===== config.mk =====
export PLATFORM = sky130hd
export DESIGN_NAME = collision_scanner
export DESIGN_NICKNAME = d
export VERILOG_FILES = /design/src/rtl/collision_pkg.sv /design/src/rtl/block_match_unit.sv /design/src/rtl/collision_scanner.sv
export SDC_FILE = /design/constraint.sdc
export NUM_CORES = 1
export LEC_CHECK = 0
export ABC_AREA = 1
export CORE_AREA = 2 2 458 460
export CTS_CLUSTER_DIAMETER = 150
export DETAILED_ROUTE_END_ITERATION = 8
export DIE_AREA = 0 0 460 462
export GPL_ROUTABILITY_DRIVEN = 0
export PLACE_DENSITY = 0.3
export SYNTH_ARGS = -nofsm -noshare
export SYNTH_HDL_FRONTEND = slang
export SYNTH_HIERARCHICAL = 1
export SYNTH_SLANG_ARGS = --single-unit
export TNS_END_PERCENT = 30

===== constraint.sdc =====
create_clock -name clk -period 9.07 [get_ports clk]
set_clock_uncertainty 0.05 [all_clocks]
set_input_delay 2.2675 -clock clk [delete_from_list [all_inputs] [get_ports clk]]
set_output_delay 2.2675 -clock clk [all_outputs]
set_load 0.02 [all_outputs]

===== src/rtl/collision_pkg.sv =====
// Shared types and helpers for the collision scanner slice.
package collision_pkg;

  typedef enum logic [1:0] {
    IDLE = 2'd0,
    SCAN = 2'd1,
    DONE = 2'd2
  } state_t;

  localparam int DEF_COORD_W = 32;

  // Window arithmetic runs at this width so that lo+span can never wrap.
  // Any coordinate width up to WIDE_W-1 bits is covered.
  localparam int WIDE_W = 64;

  // Inclusive range check: lo <= v <= lo+span, evaluated without wrap.
  function automatic logic in_window(input logic [WIDE_W-1:0] v,
                                     input logic [WIDE_W-1:0] lo,
                                     input logic [WIDE_W-1:0] span);
    return (v >= lo) && (v <= lo + span);
  endfunction

endpackage


===== src/rtl/block_match_unit.sv =====
// Combinational compare of the doodle against one block slot.
module block_match_unit
  import collision_pkg::*;
#(
  parameter int COORD_W     = DEF_COORD_W,
  parameter int BLOCK_WIDTH = 40,
  parameter int Y_TOL       = 4
) (
  input  logic [COORD_W-1:0] dx,
  input  logic [COORD_W-1:0] dy,
  input  logic [COORD_W-1:0] bx,
  input  logic [COORD_W-1:0] by,
  input  logic               active,
  input  logic               falling,
  output logic               match
);

  localparam int PAD = WIDE_W - COORD_W;

  logic x_ok;
  logic y_ok;

  // Coordinates are zero-extended so the upper bounds cannot wrap near max.
  assign x_ok  = in_window({{PAD{1'b0}}, dx}, {{PAD{1'b0}}, bx}, WIDE_W'(BLOCK_WIDTH));
  assign y_ok  = in_window({{PAD{1'b0}}, dy}, {{PAD{1'b0}}, by}, WIDE_W'(Y_TOL));
  assign match = active & falling & x_ok & y_ok;

endmodule


===== src/rtl/collision_scanner.sv =====
// Sequential doodle/block collision scanner: one slot per clock, lowest
// index hit reported with a start/busy/done handshake.
// Optional macro COLLISION_EARLY_EXIT_EN: leave SCAN right after the first
// match instead of always walking the whole table.
module collision_scanner
  import collision_pkg::*;
#(
  parameter int BLOCK_COUNT = 16,
  parameter int COORD_W     = DEF_COORD_W,
  parameter int BLOCK_WIDTH = 40,
  parameter int Y_TOL       = 4,
  parameter int IDX_W       = $clog2(BLOCK_COUNT)
) (
  input  logic                           clk,
  input  logic                           rst,
  input  logic                           start,
  input  logic [COORD_W-1:0]             doodle_x,
  input  logic [COORD_W-1:0]             doodle_y,
  input  logic                           falling,
  input  logic [BLOCK_COUNT*COORD_W-1:0] blocks_x,
  input  logic [BLOCK_COUNT*COORD_W-1:0] blocks_y,
  input  logic [BLOCK_COUNT-1:0]         block_active,
  output logic                           busy,
  output logic                           done,
  output logic                           hit,
  output logic [IDX_W-1:0]               hit_index,
  output logic [COORD_W-1:0]             hit_x,
  output logic [COORD_W-1:0]             hit_y
);

  state_t             state_q;
  state_t             state_d;
  logic [IDX_W-1:0]   idx_q;
  logic [COORD_W-1:0] dx_q;
  logic [COORD_W-1:0] dy_q;
  logic               falling_q;
  logic [COORD_W-1:0] slot_x;
  logic [COORD_W-1:0] slot_y;
  logic               slot_active;
  logic               match;
  logic               last;
  logic               scan_end;

  // Slot mux: the table is read live, so it must stay stable while busy.
  assign slot_x      = blocks_x[int'(idx_q)*COORD_W +: COORD_W];
  assign slot_y      = blocks_y[int'(idx_q)*COORD_W +: COORD_W];
  assign slot_active = block_active[idx_q];
  assign last        = (idx_q == IDX_W'(BLOCK_COUNT - 1));

  block_match_unit #(
    .COORD_W     (COORD_W),
    .BLOCK_WIDTH (BLOCK_WIDTH),
    .Y_TOL       (Y_TOL)
  ) u_match (
    .dx      (dx_q),
    .dy      (dy_q),
    .bx      (slot_x),
    .by      (slot_y),
    .active  (slot_active),
    .falling (falling_q),
    .match   (match)
  );

`ifdef COLLISION_EARLY_EXIT_EN
  assign scan_end = last | match;
`else
  assign scan_end = last;
`endif

  assign busy = (state_q == SCAN);
  assign done = (state_q == DONE);

  // State register.
  always_ff @(posedge clk) begin
    if (rst) state_q <= IDLE;
    else     state_q <= state_d;
  end

  // Next-state: start only counts in IDLE, DONE always lasts one cycle.
  always_comb begin
    state_d = state_q;
    case (state_q)
      IDLE:    if (start) state_d = SCAN;
      SCAN:    if (scan_end) state_d = DONE;
      DONE:    state_d = IDLE;
      default: state_d = IDLE;
    endcase
  end

  // Doodle capture, slot index walk and first-hit latch.
  always_ff @(posedge clk) begin
    if (rst) begin
      idx_q     <= '0;
      hit       <= 1'b0;
      hit_index <= '0;
      hit_x     <= '0;
      hit_y     <= '0;
    end else begin
      case (state_q)
        IDLE: begin
          if (start) begin
            dx_q      <= doodle_x;
            dy_q      <= doodle_y;
            falling_q <= falling;
            idx_q     <= '0;
            hit       <= 1'b0;
            hit_index <= '0;
            hit_x     <= '0;
            hit_y     <= '0;
          end
        end
        SCAN: begin
          if (match && !hit) begin
            hit       <= 1'b1;
            hit_index <= idx_q;
            hit_x     <= slot_x;
            hit_y     <= slot_y;
          end
          if (!scan_end) idx_q <= idx_q + IDX_W'(1);
        end
        default: ;
      endcase
    end
  end

endmodule


Word-level counts from Yosys, hierarchy flattened. Cells that the tools add are included.

$add $sub $neg: 3. $lt $le $gt $ge: 5. Equal/unequal tests: 7. Shift operators: 2. Muxes and demuxes: 18. Bitwise operators: 4. Reduce and logical (&&, ||, !) cells: 10.

Operator list (count): $shiftx A512 B10 Y32 (2); $le A32 B64 Y1 (2); $pmux W32 S2 (2); $mux W32 (3); $ge A32 B32 Y1 (2); $add A32 B3 Y33 const B (1); $add A32 B6 Y33 const B (1); $pmux W4 S2 (2); $mux W4 (3); $reduce_and A3 Y1 (3); $lt A4 B5 Y1 const B (1); $add A4 B1 Y4 const B (1); $bmux W1 S4 (1); $eq A4 B4 Y1 const B (1); $mux W2 (2); $ne A2 B1 Y1 const B (2); $ne A2 B2 Y1 const B (2); $pmux W2 S2 (1); $and A1 B1 Y1 (3); $logic_and A1 B1 Y1 (3); $mux W1 (3); $eq A2 B1 Y1 const B (1); $eq A2 B2 Y1 const B (1); $logic_not A2 Y1 (1); other kinds (5) (5).

Bits in registers: 140. Input bits: 1108. Output and inout port bits: 71. Logic and storage cells: 58.

Depth between registers and ports, before layout. Gate-level depths: netlist (run 1).

Depth in word-level cells: 9. Gate-level depth with buffers: 39.

Hierarchy. Netlist (run 1), hierarchy kept.

By module, submodules not included: collision_scanner (times used 1, cells an instance 2960, area each 15805.2 µm²); block_match_unit (times used 1, cells an instance 731, area each 4463.0 µm²).

Least setup slack after synthesis (run 1). No wires, ideal clock.

Kind: in2reg. Start: input port blocks_y[34]. End: register hit_x[27]. Setup time: 0.060 ns. Arrival: 5.812 ns. Required time: 8.960 ns. Slack: 3.149 ns. Cell stages on the path: 34. Cells stage by stage: inv_1 -> a21oi_1 -> o21ai_0 -> o211ai_1 -> nand3_1 -> nand2_1 -> ha_1 -> nand2_1 -> nor2_2 -> nand3_1 -> nor2_1 -> nand2_1 -> nor2_1 -> inv_1 -> nor2_1 -> xor2_1 -> ha_1 -> nand4_1 -> nor3_1 -> and2_1 -> nand2_1 -> inv_1 -> nand2_1 -> nand2_1 -> nand2_1 -> nand2_1 -> nor2_1 -> nand2_1 -> nor2_1 -> a21oi_1 -> buf_2 -> clkbuf_1 -> nand3_1 -> nand2_1.

Word-level cells in the longest chain between the ends: 8.

Ends and longest elaborated chain: from (decl) (RTL line collision_scanner.sv:21) `input logic [BLOCK_COUNT*COORD_W-1:0] blocks_y,`; $shiftx A512 B10 Y32 (*) (RTL line collision_scanner.sv:46) `assign slot_y = blocks_y[int'(idx_q)*COORD_W +: COORD_W];`; net slot_y[2] (RTL line collision_scanner.sv:38) `logic [COORD_W-1:0] slot_y;`; $add A32 B3 Y33 (RTL line collision_pkg.sv:20) `return (v >= lo) && (v <= lo + span);`; $le A32 B64 Y1 (RTL line collision_pkg.sv:20); $logic_and A1 B1 Y1 (*) (RTL line collision_pkg.sv:20); $and A1 B1 Y1 (*) (RTL line block_match_unit.sv:26) `assign match = active & falling & x_ok & y_ok;`; net match (RTL line collision_scanner.sv:40) `logic match;`; $logic_and A1 B1 Y1 (*) (RTL line collision_scanner.sv:113) `if (match && !hit) begin`; $ne A2 B1 Y1 (no line) (*); $reduce_and A3 Y1 (no line) (*); to (signal assigned) (RTL line collision_scanner.sv:116) `hit_x <= slot_x;`; to (decl) (RTL line collision_scanner.sv:27) `output logic [COORD_W-1:0] hit_x,`.

Mark *: on every way through the listed nets, which the timed path passes. The rest lies on a longest branch. A chain may end at the register's enable or synchronous reset.

Worst setup path in the final report (run 1).
Start: input port blocks_y[163]. End: register hit_index[3].

Word-level cells in the longest chain between the ends: 8.

Ends and longest elaborated chain: $shiftx A512 B10 Y32 (*) (RTL line collision_scanner.sv:46); net slot_y[3] (RTL line collision_scanner.sv:38); $add A32 B3 Y33 (RTL line collision_pkg.sv:20); $le A32 B64 Y1 (RTL line collision_pkg.sv:20); $logic_and A1 B1 Y1 (*) (RTL line collision_pkg.sv:20); $and A1 B1 Y1 (*) (RTL line block_match_unit.sv:26); net match (RTL line collision_scanner.sv:40); $logic_and A1 B1 Y1 (*) (RTL line collision_scanner.sv:113); $ne A2 B1 Y1 (no line) (*); $reduce_and A3 Y1 (no line) (*); to (signal assigned) (RTL line collision_scanner.sv:115) `hit_index <= idx_q;`; to (decl) (RTL line collision_scanner.sv:26) `output logic [IDX_W-1:0] hit_index,`.

Marked as above.

==> results.toml, run 1 <==
[floorplanning]
fp.dieW_um = 460
core_um2 = 208000
top_level_ports = 1179
rows = 168
die_h_um = 462
initial_core_util_pct = 9.74
dieArea_um2 = 213000

[power]
peakVddDrop_mv = 0.149
p_per_area_nw_per_um2 = 80.4
p_leak_uw = 0.0153

[final_layout]
finalNetCount = 5936
drive_gt1_share_pct = 2.40
syn2layout_area_growth_pct = 75.3
fin_cells = 7450

[yosys]
netlist.area_leader.share_pct = 18.7
synthTopCellsByCount = "nand2_1 (1010), inv_1 (560), nand3_1 (537)"
synth-simple-area-share_pct = 41.5
muxShareOfSynthArea_pct = 0
synthXorXnorAreaFrac_pct = 2.20
yosysSeqAreaShare_pct = 17.0
yosysUniqueCellTypes = 39
synth_most_common_cell = "nand2_1"
synthArstFlopShare_pct = 0
synth_area_um2 = 20300
synth_top_family_by_area = "simple AND/OR/NAND/NOR gates"
synth_edf_count = 65
synth_largest_area_cell = "nand2_1"
synthAdderAreaFrac_pct = 7.78
synth_area_leaders = "nand2_1 (19%), nand3_1 (13%), inv_1 (10%)"
ys.flop_type = "dfxtp_1"
synth_cells = 3691
syn_avg_cell_area_um2 = 5.49
synth_seq_cells = 140
yosysWarnings = 6
synth_compound_area_share_pct = 15.4
syn-num-nets = 4925

[critical_path]
crit_buf_inv = 5
cp-end-kind = "flop"
rr_worst_depth = 28
reg2reg_slack_ps = 1700
cp.required_ps = 9350
crit_slowest_cell = "clkdlybuf4s50_1"
crit_top_cell = "nand2_1"
worstPathArrival_ps = 8210
crit_fanout = 13
critPathKind = "in -> reg"
cp.depth = 30
cp-start-kind = "primary input"
cpLargestDelayFamily = "simple AND/OR/NAND/NOR gates"
cpPeakStageDelay_ps = 460

[detailed_routing]
drc = 0
via_per_inst = 3.76
num_vias = 28000
first_pass_iters = 5
wl_um = 193000
drt_iter0_drc = 1792
wire_per_inst_um = 26.0
drtAntennaViolNets = 0

[placement]
portBuffers = 1178
dp.cells = 7403
post-dp-hpwl_um = 162000
place_ws_ps = 674

[clock_network]
numCtsBuffers = 17
cts_max_level = 4
clkSinkCount = 140
post_cts_buffers = 0
clockBufferDepth = 2
cts_resized = 0
insertion_delay_ps = 490
clkTransAtPathRegs_ps = 70
cts_root_buf = "clkbuf_16"
holdBufCountCts = 0
tritoncts = "yes"

[global_route]
grt_antenna_before_repair = 44
grt_use_total_pct = 17.4
overflow = 0
grt_max_degree = 117
grt_pass1_vias = 28800
grt_first_pass_wirelength_um = 253000

[timing]
finalCriticalPeriod_ps = 7930
setup_ws_ps = 1140
timing.setup.tns_ps = 0
max_clock_freq_mhz = 126
worstMarginPinSlew_ps = 1090
maxSlewHeadroom_pct = 27.0
slew_violations = 0
setup_viol = 0
fin_crit_sh_pct = 87.4
rsz0062_at_grt = "false"
hold_violations = 0

[hold_path]
hp-class = "reg -> reg"
holdPathStages = 2

[job]
maxCapViolations = 0

[outcome]
status = "finished, final reports clean"
## metal layers
metal | share of wire [%] | GRT usage [%]
met1 | 42 | 20.9
met2 | 51 | 32.4
met3 | 5.6 | 3.06
met4 | 1.5 | 2.90
met5 | 0.089 | 0
## power by group
group          internal [uW]  total (uW)  switching (uW)
clock network            407         739             332
registers                677         699            22.2
logic                    661        1420             755
total                   1750        2850            1110
## path summary, 6_finish.rpt
kind,endpoint,start
min,hit_x[0]$_SDFFE_PP0P_,hit_x[0]$_SDFFE_PP0P_
max,hit_index[3]$_SDFFE_PP0P_,blocks_y[163]
max reg2reg,hit_index[3]$_SDFFE_PP0P_,idx_q[0]$_SDFFE_PP0P_
min reg2reg,hit_x[0]$_SDFFE_PP0P_,hit_x[0]$_SDFFE_PP0P_
## final cells by class
class / instances / area [um^2]
diodes: 15 / 37.5
clock buffers: 19 / 464
clock inverters: 13 / 128
fillers: 24400 / 173000
inverters: 567 / 2150
multi-input cells: 2748 / 13600
flip-flops and latches: 140 / 3470
well taps: 2720 / 3400
repair buffers: 1228 / 12300
## kinds of logic after synthesis
group / Yosys count
xor+xnor: 51
fa+ha+maj: 126
buf+inv: 803
flops: 140
simple gates: 2006
compound gates: 565
## sequential cells by signal, indices dropped and copies added (netlist names)
signal	cells
dy_q	32
hit	1
hit_index	4
idx_q	4
state_q	2
falling_q	1
hit_y	32
hit_x	32
dx_q	32
## through the flow
step           util (%)  total power, uW  hold slack [ps]  area (um^2)
5_1_grt            17.1             3050              432        35500
4_1_cts            17.1             2930              417        35500
2_1_floorplan         -             1270              457        20300
3_5_place_dp       16.8             2160              407        34900
6_report           17.1             2850              415        35500
3_3_place_gp       16.8             2160              402        34900
## worst register-to-register path, delay by kind of cell, from the launching register on
kind            cells  cell delay [ps]
flops               1              900
buf+inv             4             1300
xor+xnor            1              100
compound gates      3             1300
simple gates       18             2990
fa+ha+maj           2              580
## cell usage in the layout (no fill, tap or decap), types with 10 or more instances in the layout
master,n
inv_1,559
buf_12,10
nor3_1,22
a21oi_1,153
dfxtp_1,71
diode_2,15
nor2_1,383
buf_4,40
ha_1,126
nand2_1,1010
xor2_1,50
edfxtp_1,65
o21ai_0,258
clkdlybuf4s50_1,1177
nand3_1,537
o21ai_1,37
nand4_1,25
clkbuf_16,18
o211ai_1,101
Power figures use the tool's default switching activity.
==> run 2, diff against run 1 <==
SKIP_CTS_REPAIR_TIMING = 1   (was not set)
==> results of run 2 <==
No change in the layout: final DEF, timing and power equal those of run 1.
